File: config.mk
export PLATFORM = sky130hd
export DESIGN_NAME = ps2_dev_tx
export DESIGN_NICKNAME = d
export VERILOG_FILES = /design/src/rtl/ps2_dev_tx.sv
export SDC_FILE = /design/constraint.sdc
export NUM_CORES = 1
export LEC_CHECK = 0
export CELL_PAD_IN_SITES_DETAIL_PLACEMENT = 0
export CELL_PAD_IN_SITES_GLOBAL_PLACEMENT = 1
export CORE_ASPECT_RATIO = 1.5
export CORE_MARGIN = 1
export CORE_UTILIZATION = 42
export CTS_BUF_LIST = sky130_fd_sc_hd__clkbuf_16
export DETAILED_ROUTE_END_ITERATION = 8
export GPL_ROUTABILITY_DRIVEN = 0
export GPL_TIMING_DRIVEN = 0
export MAX_ROUTING_LAYER = met4
export PLACE_DENSITY = 0.87
export SYNTH_ARGS = -nofsm -noshare
export SYNTH_HDL_FRONTEND = slang
export SYNTH_SLANG_ARGS = --single-unit
File: constraint.sdc
create_clock -name clk -period 2.55 [get_ports clk]
set_clock_uncertainty 0.15 [all_clocks]
set_input_delay 0.3825 -clock clk [delete_from_list [all_inputs] [get_ports clk]]
set_output_delay 0.3825 -clock clk [all_outputs]
set_load 0.05 [all_outputs]
File: src/rtl/ps2_dev_tx.sv
// rtl/ps2_dev_tx.sv - PS/2 device-side byte transmitter with host-inhibit retry
// Ports: clk, rst_n           - system clock, synchronous active-low reset
//        tx_data/tx_valid/tx_ready - byte request handshake
//        ps2_clk_i            - raw PS/2 clock line (asynchronous)
//        ps2_clk_oe/ps2_data_oe - open-drain pull-low enables
//        tx_done/tx_abort     - one-cycle frame-complete / inhibit-abort pulses
module ps2_dev_tx #(
  parameter int HALF_PERIOD      = 4000,
  parameter int IDLE_HIGH_CYCLES = 5000,
  parameter int GAP_CYCLES       = 2000
) (
  input  logic       clk,
  input  logic       rst_n,
  input  logic [7:0] tx_data,
  input  logic       tx_valid,
  output logic       tx_ready,
  input  logic       ps2_clk_i,
  output logic       ps2_clk_oe,
  output logic       ps2_data_oe,
  output logic       tx_done,
  output logic       tx_abort
);

  localparam int MAX_AB  = (HALF_PERIOD > IDLE_HIGH_CYCLES) ? HALF_PERIOD : IDLE_HIGH_CYCLES;
  localparam int MAX_CNT = (MAX_AB > GAP_CYCLES) ? MAX_AB : GAP_CYCLES;
  localparam int CW      = $clog2(MAX_CNT + 1);

  typedef enum logic [2:0] {
    IDLE, WAIT_BUS, SETUP, LOW, TAIL, GAP, ABORT
  } state_t;

  state_t        state, state_n;
  logic [CW-1:0] cnt, cnt_n;
  logic [3:0]    k, k_n;
  logic [7:0]    data_q, data_n;
  logic          parity_q, parity_n;
  logic          done_q, done_n;
  logic          clk_s1, clk_s;
  logic [10:0]   frame;

  // Frame as driven on the wire, index = bit position k.
  assign frame = {1'b1, parity_q, data_q, 1'b0};

  always_ff @(posedge clk) begin
    if (!rst_n) begin
      state    <= IDLE;
      cnt      <= '0;
      k        <= '0;
      data_q   <= '0;
      parity_q <= 1'b0;
      done_q   <= 1'b0;
      clk_s1   <= 1'b1;
      clk_s    <= 1'b1;
    end else begin
      state    <= state_n;
      cnt      <= cnt_n;
      k        <= k_n;
      data_q   <= data_n;
      parity_q <= parity_n;
      done_q   <= done_n;
      clk_s1   <= ps2_clk_i;
      clk_s    <= clk_s1;
    end
  end

  always_comb begin
    state_n     = state;
    cnt_n       = cnt;
    k_n         = k;
    data_n      = data_q;
    parity_n    = parity_q;
    done_n      = 1'b0;
    tx_ready    = 1'b0;
    ps2_clk_oe  = 1'b0;
    ps2_data_oe = 1'b0;
    tx_abort    = 1'b0;
    tx_done     = done_q;

    case (state)
      IDLE: begin
        tx_ready = 1'b1;
        cnt_n    = '0;
        if (tx_valid) begin
          data_n   = tx_data;
          parity_n = ~^tx_data;
          state_n  = WAIT_BUS;
        end
      end
      WAIT_BUS: begin
        // Any low sample restarts the idle-high qualification.
        if (!clk_s) begin
          cnt_n = '0;
        end else if (cnt == CW'(IDLE_HIGH_CYCLES - 1)) begin
          cnt_n   = '0;
          k_n     = '0;
          state_n = SETUP;
        end else begin
          cnt_n = cnt + 1'b1;
        end
      end
      SETUP: begin
        ps2_data_oe = ~frame[k];
        if (cnt == CW'(HALF_PERIOD - 1)) begin
          cnt_n = '0;
          // The start bit carries no inhibit check; later bits abort if the
          // host is holding the released clock low.
          if (k != 4'd0 && !clk_s) state_n = ABORT;
          else                     state_n = LOW;
        end else begin
          cnt_n = cnt + 1'b1;
        end
      end
      LOW: begin
        ps2_clk_oe  = 1'b1;
        ps2_data_oe = ~frame[k];
        if (cnt == CW'(HALF_PERIOD - 1)) begin
          cnt_n = '0;
          if (k == 4'd10) begin
            state_n = TAIL;
          end else begin
            k_n     = k + 4'd1;
            state_n = SETUP;
          end
        end else begin
          cnt_n = cnt + 1'b1;
        end
      end
      TAIL: begin
        if (cnt == CW'(HALF_PERIOD - 1)) begin
          cnt_n   = '0;
          done_n  = 1'b1;
          state_n = GAP;
        end else begin
          cnt_n = cnt + 1'b1;
        end
      end
      GAP: begin
        if (cnt == CW'(GAP_CYCLES - 1)) begin
          cnt_n   = '0;
          state_n = IDLE;
        end else begin
          cnt_n = cnt + 1'b1;
        end
      end
      ABORT: begin
        // Latched byte is kept so the frame restarts from the start bit.
        tx_abort = 1'b1;
        cnt_n    = '0;
        state_n  = WAIT_BUS;
      end
      default: begin
        cnt_n   = '0;
        state_n = IDLE;
      end
    endcase
  end

endmodule

# --- After elaboration in Yosys (flattened, before gate mapping) ---
# Index checks and enable logic that the tools add are counted.
totals:
  regBits: 32
  output_inout_bits: 5
op_classes:
  n_addsub: 2
  n_lt_le_gt_ge: 1
  n_eq_ne: 18
  mux: 27
  n_bitwise: 1
  reduce_logical: 12
op_table:
  columns: ["operator", "count"]
  rows:
  - ["13-bit 2-to-1 mux", 4]
  - ["13-bit one-hot mux with 3 select lines", 1]
  - ["3-bit 2-to-1 mux", 9]
  - ["3-bit one-hot mux with 7 select lines", 1]
  - ["4-bit 2-to-1 mux", 4]
  - ["2-bit inequality test (second input constant)", 8]
  - ["13-bit by 1-bit adder with 13-bit output (second input constant)", 1]
  - ["13-bit by 11-bit equality test with 1-bit output (second input constant)", 1]
  - ["13-bit by 12-bit equality test with 1-bit output (second input constant)", 1]
  - ["13-bit equality test (second input constant)", 1]
  - ["3-bit equality test (second input constant)", 3]
  - ["4-bit one-hot mux with 2 select lines", 1]
  - ["8-bit XNOR reduction", 1]
  - ["7-bit AND reduction", 1]
  - ["3-bit by 2-bit equality test with 1-bit output (second input constant)", 2]
  - ["1-bit 2-to-1 mux", 6]
  - ["4-bit by 5-bit less-than comparator with 1-bit output (second input constant)", 1]
  - ["5-bit AND reduction", 1]
  - ["4-bit by 1-bit adder with 4-bit output (second input constant)", 1]
  - ["1-bit binary-select mux with 4-bit select", 1]
  - ["4-bit equality test (second input constant)", 1]
  - ["2-bit AND reduction", 2]
  - ["4-bit nonzero test", 1]
  - ["3-bit by 1-bit equality test with 1-bit output (second input constant)", 1]
  - ["7 further kinds", 7]

# --- Depth between registers and ports, before layout ---
depth:
  word_depth: 5
  ltp_mapped: 7
  ltp_nobuf: 7

# --- Least setup slack after synthesis ---
# OpenSTA, ideal clock, no wires.
synth_timing:
  path_type: "reg-to-output"
  start: "register k[0]"
  end: "output ps2_data_oe"
  t_arrival_ps: 2005
  slack_ps: 12
  stages_incl_launch_ff: 4
  n_path_buf: 0
  path_cell_list: "dfxtp_1 > mux4_2 > a211o_1 > a21oi_1"
synth_via:
  elab_chain_len: 4
synth_rtl:
  columns: ["item", "line", "rtl"]
  rows:
  - ["from (decl)", "34", "logic [3:0] k, k_n;"]
  - ["from (signal assigned)", "57", "k <= k_n;"]
  - ["1-bit binary-select mux with 4-bit select", "102, 115", null]
  - ["1-bit 2-to-1 mux (not written as such)", "102, 115", null]
  - ["1-bit inverter", "102, 115", null]
  - ["1-bit 2-to-1 mux", null, null]
  - ["to (decl)", "19", "output logic ps2_data_oe,"]
# No other way between the ends. The select of a mux whose other input is x is not followed.

# --- Worst setup path in the final report ---
# Ends and elaborated chain as after synthesis.

==> metrics <==
hold wc startpoint clk_s1$_SDFF_PN1_; RSZ-0062 raised after global routing false; Yosys top cell area share 36.7%; WL/cell 13.1 um; mean post-synth cell area ~8.5 um2; fin cells 275; Clock Sinks 32; H-tree depth 2; hpwl dp 2700 um; switching share of power 32.2%; Post-synth EDFFs 0; clock power share 36.0%; most frequent cell after synthesis nand2_1; endpoint class of the critical path output pin; Synth Instances 206; initial antenna violation count 0; Crit Path Class reg2out; Worst-Margin Slew 497 ps; clk slew on worst S/H paths 50 ps; total global routing overflow 0; Final Hold Vio Count 0; worst slack, placed -281 ps; vias in the first global route 1,288; WL final ~3600 um; remaining antenna violation count 0; Pre-antenna DRT Iters 4; worst path bufs/invs 1; Yosys warning count 0; core box area 3960 um2; syn_nets 222; Die Wd 54.7 um; final worst setup slack 91.0 ps; input/output buffers 16; setup TNS 0 ps; Via Count 1,463; outcome finished clean; cell leakage power 0.787 nW; Tot Pwr 1.58 mW; Switch Pwr 508 uW; via density per instance 5.32; max incr delay on CP 530 ps; synth cell count leaders nand2_1 (35), dfxtp_1 (32), nor2_1 (20), xnor2_1 (11), a21boi_0 (9); Synth area leaders dfxtp_1 (37%), nand2_1 (7.5%), xnor2_1 (5.5%), nor2_1 (4.3%), a21boi_0 (3.9%); min-delay worst type reg2reg; pwr dens between 700 and 800 nW/um2; Worst Hold Depth 1; Ant. Diodes 0; cell family with most CP delay multiplexers; critical-path cell list mux4_2, a211o_1, a21oi_1, buf_2; maximum VDD drop between 0.4 and 0.5 mV; Layout area overhead 20.7%; fin util 53.3%; register area share after synthesis 36.7%; worst-path maximum fanout 7; die area ~4400 um2; Slew Viols, Final 0; Peak Freq 407 MHz; initial DRC count 13; Post-CTS Repair Setup Buffers 0; NumNets Final 245; clk_lat worst skew 280 ps; initial core utilization 44.1%; largest area contributor in the netlist dfxtp_1; Startpoint Class register; Root Buffer clkbuf_16; Yosys reg bits 32; Min-Delay Endpoint clk_s$_SDFF_PN1_; Pint 1.07 mW; clk buf depth 2; TritonCTS buffer count 5; dpl cells 267; Worst slew margin approximately two thirds; Slowest-stage cell, CP mux4_2; number of max-cap violations 0; Yosys cell types 46; Mapped Area 1750 um2; worst r2r dst cnt[12]$_SDFF_PN0_; asr flop ratio synth 0%; CP Data Arrival Time 1930 ps; layout cells sized above 1 about 13%; Reg2Reg Setup Slack roughly 490 ps; first-pass GRT wire length 5780 um; height of the chip roughly 81 um; final setup vio count 0; sequential power share 36.2%; Min Clock Period, post-route 2460 ps; Worst EP required 2020 ps; total track usage 18.7%; Site Rows 28; CTS tree yes; R2R Path Start cnt[0]$_SDFF_PN0_; r2r worst-path depth 7; fin crit share 96.4%; Comb power frac 27.9%; # IOs 17; largest net degree at the start of global routing 12; ys flop type dfxtp_1; DRC 0
==> metrics by stage <==
stage,area (um2),hold WS [ps]
floorplan,1750,236
global placement,1960,248
detailed placement,1960,253
CTS,2100,284
global route,2110,300
finish,2110,278
==> timing repair <==
item,4_1_cts,5_1_grt
gates cloned,0,0
hold buffers,0,0
setup endpoints to repair,2,3
resized for setup,7,3
==> cells by family (layout without fill, tap and decap cells) <==
| logic type | count (synthesis) | after routing | share of synthesized area, % |
|---|---|---|---|
| and+or+nand+nor | 102 | 102 | 30.7 |
| AOI/OAI and AO/OA | 32 | 32 | 13.5 |
| DFF | 32 | 32 | 36.7 |
| xor gates and xnor gates | 18 | 18 | 9.03 |
| buffers and inverters | 13 | 37 | 3.58 |
| muxes | 5 | 5 | 3.65 |
| adders and majority gates | 4 | 4 | 2.87 |
==> power by group through the flow <==
stage	registers (mW)	clock network (mW)	logic, mW
after floorplan	0.575	0	0.336
after global placement	0.582	0	0.451
after detailed placement	0.582	0	0.453
after CTS	0.571	0.582	0.447
after global routing	0.578	0.604	0.475
final	0.572	0.568	0.440
==> per-layer routing <==
metal / track usage (%) / vias up / routed length, um
li1: - / 757 / -
met1: 20.6 / 685 / 1560
met2: 31.3 / 16 / 1890
met3: 4.49 / 5 / 98
met4: 6.92 / 0 / 58
met5: - / - / 0
==> cell type report <==
type	count	area, um2
Buffer	9	47.5
Inverter	4	15.0
Tap cell	45	56.3
Clock inverter	3	18.8
Timing Repair Buffer	16	159
Clock buffer	5	125
Fill cell	397	1850
Multi-Input combinational cell	161	1040
Sequential cell	32	643
==> registers in the layout, indices dropped and copies added (netlist names) <==
| register | cells |
|---|---|
| cnt | 13 |
| data_q | 8 |
| k | 4 |
| state | 3 |
| clk_s | 1 |
| clk_s1 | 1 |
| parity_q | 1 |
| tx_done | 1 |
==> layout by cell type, fill, tap and decap left out, types with 5 or more instances in the layout <==
| master | instances |
|---|---|
| clkbuf_1 | 5 |
| xnor2_1 | 11 |
| a21oi_1 | 6 |
| nand3_1 | 7 |
| nor2_1 | 20 |
| nand2b_1 | 5 |
| nand2_1 | 35 |
| a21boi_0 | 9 |
| clkbuf_16 | 5 |
| dfxtp_1 | 30 |
| o21ai_0 | 5 |
| clkdlybuf4s50_1 | 12 |
| xor2_1 | 7 |
| and3_1 | 5 |
==> worst reg2reg max path, stage by stage, from the launching register on <==
cell and delay [ps]:
dfxtp_1 340, ha_1 250, and3_1 240, nand4_1 130
a32o_1 350, o211ai_2 260, buf_6 180, nor2_1 50
==> worst max path at each step <==
stage | start | to | depth (start not counted)
2_1_floorplan | k[0]$_SDFFE_PN0P_ | ps2_data_oe | 3
6_report | k[0]$_SDFFE_PN0P_ | ps2_data_oe | 4
5_1_grt | state[2]$_SDFFE_PN0P_ | ps2_clk_oe | 4
3_5_place_dp | k[0]$_SDFFE_PN0P_ | ps2_data_oe | 4
4_1_cts | state[2]$_SDFFE_PN0P_ | tx_abort | 3
3_3_place_gp | k[0]$_SDFFE_PN0P_ | ps2_data_oe | 4
(Power assumes the default switching activity.)
